$ cat src/rtl/rx_deframer.sv
// Serial 8b/10b receive deframer: comma hunt, alignment lock/loss FSM and word packing.
// Optional build macro RX_DEFRAMER_STATS_EN adds comma_cnt / realign_cnt statistics ports.

module decode_8b10b (
  input  logic [9:0] sym,
  output logic [7:0] data
);
  logic [5:0] abcdei;
  logic [3:0] fghj;
  logic [4:0] lo;
  logic [2:0] hi;

  // Bit a is the first bit on the wire and lives in sym[0].
  assign abcdei = {sym[0], sym[1], sym[2], sym[3], sym[4], sym[5]};
  assign fghj   = {sym[6], sym[7], sym[8], sym[9]};
  assign data   = {hi, lo};

  always_comb begin
    case (abcdei)
      6'b100111, 6'b011000: lo = 5'd0;
      6'b011101, 6'b100010: lo = 5'd1;
      6'b101101, 6'b010010: lo = 5'd2;
      6'b110001:            lo = 5'd3;
      6'b110101, 6'b001010: lo = 5'd4;
      6'b101001:            lo = 5'd5;
      6'b011001:            lo = 5'd6;
      6'b111000, 6'b000111: lo = 5'd7;
      6'b111001, 6'b000110: lo = 5'd8;
      6'b100101:            lo = 5'd9;
      6'b010101:            lo = 5'd10;
      6'b110100:            lo = 5'd11;
      6'b001101:            lo = 5'd12;
      6'b101100:            lo = 5'd13;
      6'b011100:            lo = 5'd14;
      6'b010111, 6'b101000: lo = 5'd15;
      6'b011011, 6'b100100: lo = 5'd16;
      6'b100011:            lo = 5'd17;
      6'b010011:            lo = 5'd18;
      6'b110010:            lo = 5'd19;
      6'b001011:            lo = 5'd20;
      6'b101010:            lo = 5'd21;
      6'b011010:            lo = 5'd22;
      6'b111010, 6'b000101: lo = 5'd23;
      6'b110011, 6'b001100: lo = 5'd24;
      6'b100110:            lo = 5'd25;
      6'b010110:            lo = 5'd26;
      6'b110110, 6'b001001: lo = 5'd27;
      6'b001110, 6'b001111, 6'b110000: lo = 5'd28;
      6'b101110, 6'b010001: lo = 5'd29;
      6'b011110, 6'b100001: lo = 5'd30;
      6'b101011, 6'b010100: lo = 5'd31;
      default:              lo = 5'd0;
    endcase
  end

  always_comb begin
    case (fghj)
      4'b1011, 4'b0100: hi = 3'd0;
      4'b1001:          hi = 3'd1;
      4'b0101:          hi = 3'd2;
      4'b1100, 4'b0011: hi = 3'd3;
      4'b1101, 4'b0010: hi = 3'd4;
      4'b1010:          hi = 3'd5;
      4'b0110:          hi = 3'd6;
      4'b1110, 4'b0001, 4'b0111, 4'b1000: hi = 3'd7;
      default:          hi = 3'd0;
    endcase
  end
endmodule

module rx_deframer #(
  parameter int SYMS_PER_WORD = 2,
  parameter int LOCK_COUNT    = 3,
  parameter int LOSS_COUNT    = 4
) (
  input  logic                       clk_x8,
  input  logic                       rst_n,
  input  logic                       bit_in,
  input  logic                       bit_valid,
  output logic [8*SYMS_PER_WORD-1:0] d_out,
  output logic                       d_out_valid,
  output logic                       locked,
  output logic                       reframe,
  output logic                       word_drop
`ifdef RX_DEFRAMER_STATS_EN
  ,
  output logic [15:0]                comma_cnt,
  output logic [15:0]                realign_cnt
`endif
);
  localparam int         W         = 8 * SYMS_PER_WORD;
  localparam logic [9:0] COMMA_NEG = 10'h17C;
  localparam logic [9:0] COMMA_POS = 10'h283;
  localparam logic [3:0] LOCK_N    = 4'(LOCK_COUNT);
  localparam logic [3:0] LOSS_N    = 4'(LOSS_COUNT);
  localparam logic [2:0] LAST_SLOT = 3'(SYMS_PER_WORD - 1);

  typedef enum logic [1:0] {HUNT, SYNC, LOCKED} state_t;

  state_t         state_q, state_d;
  logic [8:0]     hist_q;
  logic [3:0]     bit_cnt_q, bit_cnt_d;
  logic [3:0]     lock_cnt_q, lock_cnt_d;
  logic [3:0]     miss_cnt_q, miss_cnt_d;
  logic [W-1:0]   acc_q, acc_d, word_next, d_out_d;
  logic [2:0]     acc_cnt_q, acc_cnt_d;
  logic           dv_d, reframe_d, drop_d;
  logic [9:0]     window;
  logic           is_comma, at_boundary;
  logic [7:0]     dec_data;

  // The window includes the bit being presented now, so a comma is seen on its last bit.
  assign window      = {bit_in, hist_q};
  assign is_comma    = (window == COMMA_NEG) || (window == COMMA_POS);
  assign at_boundary = (bit_cnt_q == 4'd9);
  assign locked      = (state_q == LOCKED);

  decode_8b10b u_dec (.sym(window), .data(dec_data));

  always_comb begin
    // NOTE: every signal driven here gets a default first, so no latch can be inferred.
    state_d    = state_q;
    bit_cnt_d  = bit_cnt_q;
    lock_cnt_d = lock_cnt_q;
    miss_cnt_d = miss_cnt_q;
    acc_d      = acc_q;
    acc_cnt_d  = acc_cnt_q;
    d_out_d    = d_out;
    dv_d       = 1'b0;
    reframe_d  = 1'b0;
    drop_d     = 1'b0;
    word_next  = acc_q;
    for (int s = 0; s < SYMS_PER_WORD; s++)
      if (acc_cnt_q == 3'(s)) word_next[8*s +: 8] = dec_data;

    if (bit_valid) begin
      bit_cnt_d = at_boundary ? 4'd0 : bit_cnt_q + 4'd1;
      case (state_q)
        HUNT: if (is_comma) begin
          bit_cnt_d  = 4'd0;
          reframe_d  = 1'b1;
          lock_cnt_d = 4'd1;
          state_d    = (LOCK_COUNT == 1) ? LOCKED : SYNC;
        end
        SYNC: if (is_comma) begin
          if (at_boundary) begin
            lock_cnt_d = lock_cnt_q + 4'd1;
            if (lock_cnt_q + 4'd1 == LOCK_N) state_d = LOCKED;
          end else begin
            bit_cnt_d  = 4'd0;
            reframe_d  = 1'b1;
            lock_cnt_d = 4'd1;
          end
        end
        LOCKED: if (is_comma) begin
          // A comma never reaches the packer; it either confirms alignment or counts as a miss.
          if (at_boundary) begin
            miss_cnt_d = 4'd0;
            drop_d     = (acc_cnt_q != 3'd0);
            acc_cnt_d  = 3'd0;
            acc_d      = '0;
          end else if (miss_cnt_q + 4'd1 == LOSS_N) begin
            state_d    = HUNT;
            lock_cnt_d = 4'd0;
            miss_cnt_d = 4'd0;
            drop_d     = (acc_cnt_q != 3'd0);
            acc_cnt_d  = 3'd0;
            acc_d      = '0;
          end else begin
            miss_cnt_d = miss_cnt_q + 4'd1;
          end
        end else if (at_boundary) begin
          if (acc_cnt_q == LAST_SLOT) begin
            d_out_d   = word_next;
            dv_d      = 1'b1;
            acc_cnt_d = 3'd0;
            acc_d     = '0;
          end else begin
            acc_d     = word_next;
            acc_cnt_d = acc_cnt_q + 3'd1;
          end
        end
        default: state_d = HUNT;
      endcase
    end
  end

  always_ff @(posedge clk_x8) begin
    // NOTE: sequential state uses non-blocking assignments only.
    if (!rst_n) begin
      state_q     <= HUNT;
      hist_q      <= '0;
      bit_cnt_q   <= '0;
      lock_cnt_q  <= '0;
      miss_cnt_q  <= '0;
      acc_q       <= '0;
      acc_cnt_q   <= '0;
      d_out       <= '0;
      d_out_valid <= 1'b0;
      reframe     <= 1'b0;
      word_drop   <= 1'b0;
    end else begin
      state_q     <= state_d;
      if (bit_valid) hist_q <= window[9:1];
      bit_cnt_q   <= bit_cnt_d;
      lock_cnt_q  <= lock_cnt_d;
      miss_cnt_q  <= miss_cnt_d;
      acc_q       <= acc_d;
      acc_cnt_q   <= acc_cnt_d;
      d_out       <= d_out_d;
      d_out_valid <= dv_d;
      reframe     <= reframe_d;
      word_drop   <= drop_d;
    end
  end

`ifdef RX_DEFRAMER_STATS_EN
  always_ff @(posedge clk_x8) begin
    if (!rst_n) begin
      comma_cnt   <= '0;
      realign_cnt <= '0;
    end else begin
      if (bit_valid && is_comma && comma_cnt != 16'hFFFF) comma_cnt <= comma_cnt + 16'd1;
      if (reframe_d && realign_cnt != 16'hFFFF) realign_cnt <= realign_cnt + 16'd1;
    end
  end
`endif
endmodule

$ cat config.mk
export PLATFORM = sky130hd
export DESIGN_NAME = rx_deframer
export DESIGN_NICKNAME = d
export VERILOG_FILES = /design/src/rtl/rx_deframer.sv
export SDC_FILE = /design/constraint.sdc
export NUM_CORES = 1
export LEC_CHECK = 0
export ABC_AREA = 1
export CAP_MARGIN = 5
export CORE_MARGIN = 2
export CORE_UTILIZATION = 45
export CTS_CLUSTER_DIAMETER = 40
export CTS_CLUSTER_SIZE = 14
export DETAILED_ROUTE_END_ITERATION = 8
export PLACE_DENSITY = 0.69
export SYNTH_ARGS = -nofsm -noshare
export SYNTH_HDL_FRONTEND = slang
export SYNTH_SLANG_ARGS = --single-unit
$ cat constraint.sdc
create_clock -name clk_x8 -period 2.64 [get_ports clk_x8]
set_clock_uncertainty 0.15 [all_clocks]
set_input_delay 0.396 -clock clk_x8 [delete_from_list [all_inputs] [get_ports clk_x8]]
set_output_delay 0.396 -clock clk_x8 [all_outputs]
set_load 0.01 [all_outputs]
* Yosys cells after proc, flatten, opt, wreduce, memory -nomap -nowiden *
Memory sizes are Yosys's and may differ from the RTL's. A register that Yosys moved wholly into a read port is not among the register bits.
Cells that the tools add are included.
W data, S select, Z words.

storage, ports and cells
  register bits = 61
  bits in latches = 0
  memory bits (writable) = 0
  ROM bits = 368
  input port bits = 4
  output and inout bits = 20
  logic and storage cells = 95
  memories = 2

memories
  name             words  width  read ports  clocked after memory_dff  write ports  RTL line  text
  (no name shown)  64     5      1           1                         0            19        case (abcdei)
  (no name shown)  16     3      1           0                         0            57        case (fghj)

cells by class
  add/subtract/negate cells = 4
  $mul = 0
  div/mod/pow operators = 0
  $lt $le $gt $ge = 0
  equal/unequal tests = 15
  shift-type cells = 0
  mux-type cells = 43
  bitwise gates (word level) = 5
  reductions and logical operators = 15

operators by type and width
  kind                    number
  $mux W16                5
  $mux W4                 12
  $mux W8                 2
  $mux W3                 5
  $mux W2                 7
  $add A4 B1 Y4 const B   3
  $mux W6                 2
  $pmux W4 S3             1
  $eq A10 B10 Y1 const B  1
  $eq A10 B9 Y1 const B   1
  $ne A2 B2 Y1 const B    5
  $pmux W4 S2             1
  $reduce_and A4 Y1       2
  $reduce_and A8 Y1       1
  $reduce_and A7 Y1       1
  $mux W1                 6
  $pmux W2 S3             1
  $reduce_bool A3 Y1      2
  $not A1 Y1              5
  $reduce_and A5 Y1       1
  $reduce_or A5 Y1        1
  $eq A4 B2 Y1 const B    1
  $eq A4 B3 Y1 const B    1
  $eq A4 B4 Y1 const B    1
  12 further kinds        14

* Longest topological paths before layout *
  depth after elaboration = 6
  depth in mapped cells = 13
  gate-level depth less buffers = 13

* Hierarchy *
A second synthesis with hierarchy kept.

second synthesis, totals
  cells, all modules = 540
  area, all modules = 3716.1 um^2

modules (own cells, without submodules)
  module        times used  cells an instance  area an instance (um^2)  sequential area each (um^2)
  rx_deframer   1           405                2970.3                   1161.1
  decode_8b10b  1           135                745.7                    0.0

* Least setup slack after synthesis *
No wires, ideal clock.

  path type = input-to-reg
  start point = in bit_valid
  end point = reg u_dec.lo[0] (netlist name)
  setup time = 0.115 ns
  arrival time = 1.775 ns
  required time = 2.375 ns
  setup slack = 0.600 ns
  stages = 11
  buffers on the path = 1
  cells stage by stage = inv_2 -> buf_6 -> o21ai_0 -> ha_1 -> inv_1 -> nand2_1 -> nand3_1 -> nand2_1 -> nand2_1 -> nand3_1 -> and2_1

on the way
  cells in the longest elaborated chain, start to end = 2

RTL lines
  what                            RTL line  text
  start: declaration              79        input logic bit_valid,
  $mux W6 (no line) (2 in a row)  n/a

Every way passes these cells.
A chain may end at the register's enable or synchronous reset.

* Worst setup path after layout *
  start point = reg state_q[0]
  end point = out locked

on the way
  cells in the longest elaborated chain, start to end = 1

RTL lines
  what                      RTL line  text
  start: declaration        100       state_t state_q, state_d;
  start signal: assignment  203       state_q <= state_d;
  $eq A2 B2 Y1              116       assign locked = (state_q == LOCKED);
  end: declaration          82        output logic locked,

Every way passes these cells.

==> impl_metrics.sql <==
INSERT INTO impl_metrics (metric_group, metric, value, unit) VALUES
('outcome', 'outcome', 'finished, final reports clean', ''),
('synth', 'synth_edf_count', '0', ''),
('synth', 'synthesis.yosys.warnings', '0', ''),
('setup_path', 'worst-endpoint-arrival', '1.66', 'ns'),
('setup_path', 'start_kind', 'flop', ''),
('synth', 'asyncSetResetFlopFracSynth', '0', ''),
('synth', 'ys_seq_elements', '66', ''),
('power', 'worst_ir_drop_vdd', '248.5', 'uV'),
('drt', 'drt_iter0_markers', '107', ''),
('drt', 'detailedRoute.firstPassIterationCount', '6', ''),
('clocking', 'hold_fix_buffers_cts', '0', ''),
('layout', 'final_nets', '599', ''),
('layout', 'layout-drive-gt1-share', '0.1052', ''),
('clocking', 'numClockSinks', '66', ''),
('global_routing', 'pin_count_of_the_biggest_net_entering_global_routing', '29', ''),
('drt', 'routed-via-count', '3415', ''),
('sta', 'hold-worst-slack', '0.2887', 'ns'),
('global_routing', 'grt_usage', '0.1878', ''),
('clocking', 'cts-root-buf', 'clkbuf_8', ''),
('setup_path', 'critical_path.max_fanout', '7', ''),
('clocking', 'post_cts.repair.setup_buffers', '0', ''),
('synth', 'syn_area_per_cell', '6.789', 'sq um'),
('synth', 'synth_fp_nets', '573', ''),
('sta', 'setup-tns-final', '0', 'ns'),
('global_routing', 'global_route_wire_length_before_repair', '13490', 'um'),
('drt', 'route.antenna.remaining_nets', '0', ''),
('layout', 'register_area', '0.001321', 'sq mm'),
('sta', 'setup_viol_count_final', '0', ''),
('layout', 'antenna_cells_inserted', '0', ''),
('clocking', 'cts.clk_slew.worst_paths', '0.08', 'ns'),
('synth', 'synth_cell_type_count', '36', ''),
('synth', 'syn_area', '0.003727', 'sq mm'),
('setup_path', 'setup.worst_path.class', 'flop to primary output', ''),
('die', 'die_area', '0.009027', 'sq mm'),
('clocking', 'clk_path_buf_depth', '2', ''),
('drt', 'drc', '0', ''),
('sta', 'timing.final.crit_share', '0.8366', ''),
('layout', 'final.fill_count', '812', ''),
('synth', 'ys.flop_type', 'dfxtp_1', ''),
('clocking', 'cts_buffers', '9', ''),
('sta', 'fin_crit', '2.209', 'ns'),
('sta', 'drv_slew', '0', ''),
('sta', 'timing_worst_slew_pin_value', '0.5193', 'ns'),
('sta', 'max_slew_margin_vs_limit', '0.6519', ''),
('setup_path', 'crit_path_end_kind', 'primary output', ''),
('min_path', 'path_type_of_the_worst_min_delay_path', 'flop to flop', ''),
('global_routing', 'gr-total-overflow', '0', ''),
('drt', 'route.detailed.wl_per_inst', '11.48', 'um'),
('die', 'num_rows', '33', ''),
('clocking', 'depth_of_the_cts_h_tree', '3', ''),
('clocking', 'insertion_delay', '0.35', 'ns'),
('sta', 'max_freq', '452.8', 'MHz'),
('power', 'power.density', '506.2', 'mW/mm^2'),
('layout', 'area.growth.synth_to_final', '13.93', '%'),
('clocking', 'resize_count_post_cts', '0', ''),
('die', 'coreArea', '0.008134', 'sq mm'),
('global_routing', 'antenna_found_initial', '0', ''),
('run', 'maxCapViolCount', '0', ''),
('placement', 'io_buffers', '23', ''),
('placement', 'dp.final_hpwl', '5751', 'um'),
('drt', 'route.detailed.vias_per_inst', '4.985', ''),
('synth', 'fraction_of_the_yosys_area_taken_by_sequential_cells', '0.3545', ''),
('setup_path', 'critical_path_required', '2.09', 'ns'),
('die', 'top_level_ports', '24', ''),
('layout', 'multi_input_comb_area', '0.002024', 'sq mm'),
('sta', 'timing.final.hold_violations', '0', ''),
('drt', 'totalWireLength', '7863', 'um'),
('die', 'die_x', '95.01', 'um'),
('die', 'initial_core_utilization', '0.4582', ''),
('placement', 'gp_congestion', '0.8757', ''),
('power', 'power.static_leakage', '1.949', 'nW'),
('sta', 'rsz0062_at_grt', 'false', ''),
('clocking', 'cts_tree', 'yes', ''),
('die', 'die_h', '95.01', 'um'),
('synth', 'postSynthCellCount', '549', ''),
('global_routing', 'first_global_vias', '3040', '');
## final cells by class
type	instances	area share
clock inverter	7	0.01827
inverter	60	0.05362
clock buffer	9	0.02917
multi-input combinational	402	0.4767
timing repair buffer	36	0.08014
tap	105	0.03094
sequential	66	0.3111
## metrics by stage
stage          instance area [sq um]  utilization  total power (W)  worst slack (ns)  instances
2_1_floorplan                   3727            -         0.001254            0.5998        549
3_3_place_gp                    4045       0.4973         0.001310            0.1647        669
3_5_place_dp                    4045       0.4973         0.001314            0.1192        669
4_1_cts                         4247       0.5221         0.002172            0.4060        685
5_1_grt                         4247       0.5221         0.002258            0.2649        685
6_report                        4247       0.5221         0.002150            0.4313        685
## cell usage in the layout, fill, tap and decap left out, types with 2 or more instances in the layout
master           synthesis  layout
nand2_1                142     142
nor2_1                  81      81
dfxtp_1                 66      66
inv_1                   51      51
o21ai_0                 34      34
nand3_1                 33      33
a21oi_1                 33      33
clkdlybuf4s50_1          0      23
ha_1                    20      20
buf_4                    5      12
clkbuf_8                 0       9
inv_2                    8       8
o21ai_1                  7       7
o211ai_1                 7       7
nor3_1                   6       6
nand2_2                  5       5
nand4_1                  5       5
or2_2                    4       4
nand3_2                  4       4
o21a_1                   3       3
clkinv_4                 0       3
nor3_2                   2       2
nor2_4                   2       2
a21oi_2                  2       2
nand3b_1                 2       2
## cell families (layout without fill, tap and decap cells)
kind of cell	after synthesis	in the layout	share of synthesized area
muxes	1	1	0.002686
DFF	66	66	0.3545
AOI/OAI and AO/OA	88	88	0.1286
buffers and inverters	81	112	0.1024
adders and majority gates	20	20	0.06714
xor gates and xnor gates	2	2	0.004700
and+or+nand+nor	291	291	0.3400
## metal layers
| layer | up-vias | wire, um | share of wire | global-route usage |
|---|---|---|---|---|
| met5 | - | 0 | 0 | 0 |
| met4 | 0 | 110 | 0.014 | 0.07488 |
| met3 | 12 | 321 | 0.041 | 0.04032 |
| met2 | 69 | 3470 | 0.44 | 0.2996 |
| met1 | 1532 | 3961 | 0.50 | 0.2479 |
| li1 | 1802 | - | - | - |
## report_power, final
part | leakage, nW | total [W] | internal, W | switching [W]
combinational | 1.31 | 0.000250 | 0.0000893 | 0.000161
sequential | 0.535 | 0.00104 | 0.00102 | 0.0000234
clock | 0.0998 | 0.000856 | 0.000442 | 0.000415
## final timing paths
check	startpoint	to	slack, ns	cells past startpoint
max	state_q[0]	locked	0.43	3
min	acc_q[15]	acc_q[15]	0.29	2
max reg2reg	bit_cnt_q[0]	acc_q[12]	0.54	9
min reg2reg	acc_q[15]	acc_q[15]	0.29	2
## cell usage after synthesis (6+ instances only)
master | count | area, sq um
nand2_1 | 142 | 533.0
inv_1 | 51 | 191.4
o211ai_1 | 7 | 52.55
nor3_1 | 6 | 30.03
nand3_1 | 33 | 165.2
clkbuf_1 | 6 | 22.52
inv_2 | 8 | 30.03
dfxtp_1 | 66 | 1321
nor2_1 | 81 | 304.0
o21ai_0 | 34 | 170.2
buf_6 | 7 | 78.83
o21ai_1 | 7 | 35.03
ha_1 | 20 | 250.2
a21oi_1 | 33 | 165.2
## critical path, cell delays in order (launching register included)
cell             delay (ns)
dfxtp_1                0.34
inv_1                  0.09
ha_1                   0.30
clkdlybuf4s50_1        0.58
## sequential cells by signal, indices dropped and copies added (netlist names), 2 cells and up
register	cells
bit_cnt_q	4
acc_cnt_q	3
u_dec.lo	5
state_q	2
miss_cnt_q	4
d_out	16
lock_cnt_q	4
hist_q	9
acc_q	16
No activity file was read; power rests on OpenSTA's default activity.
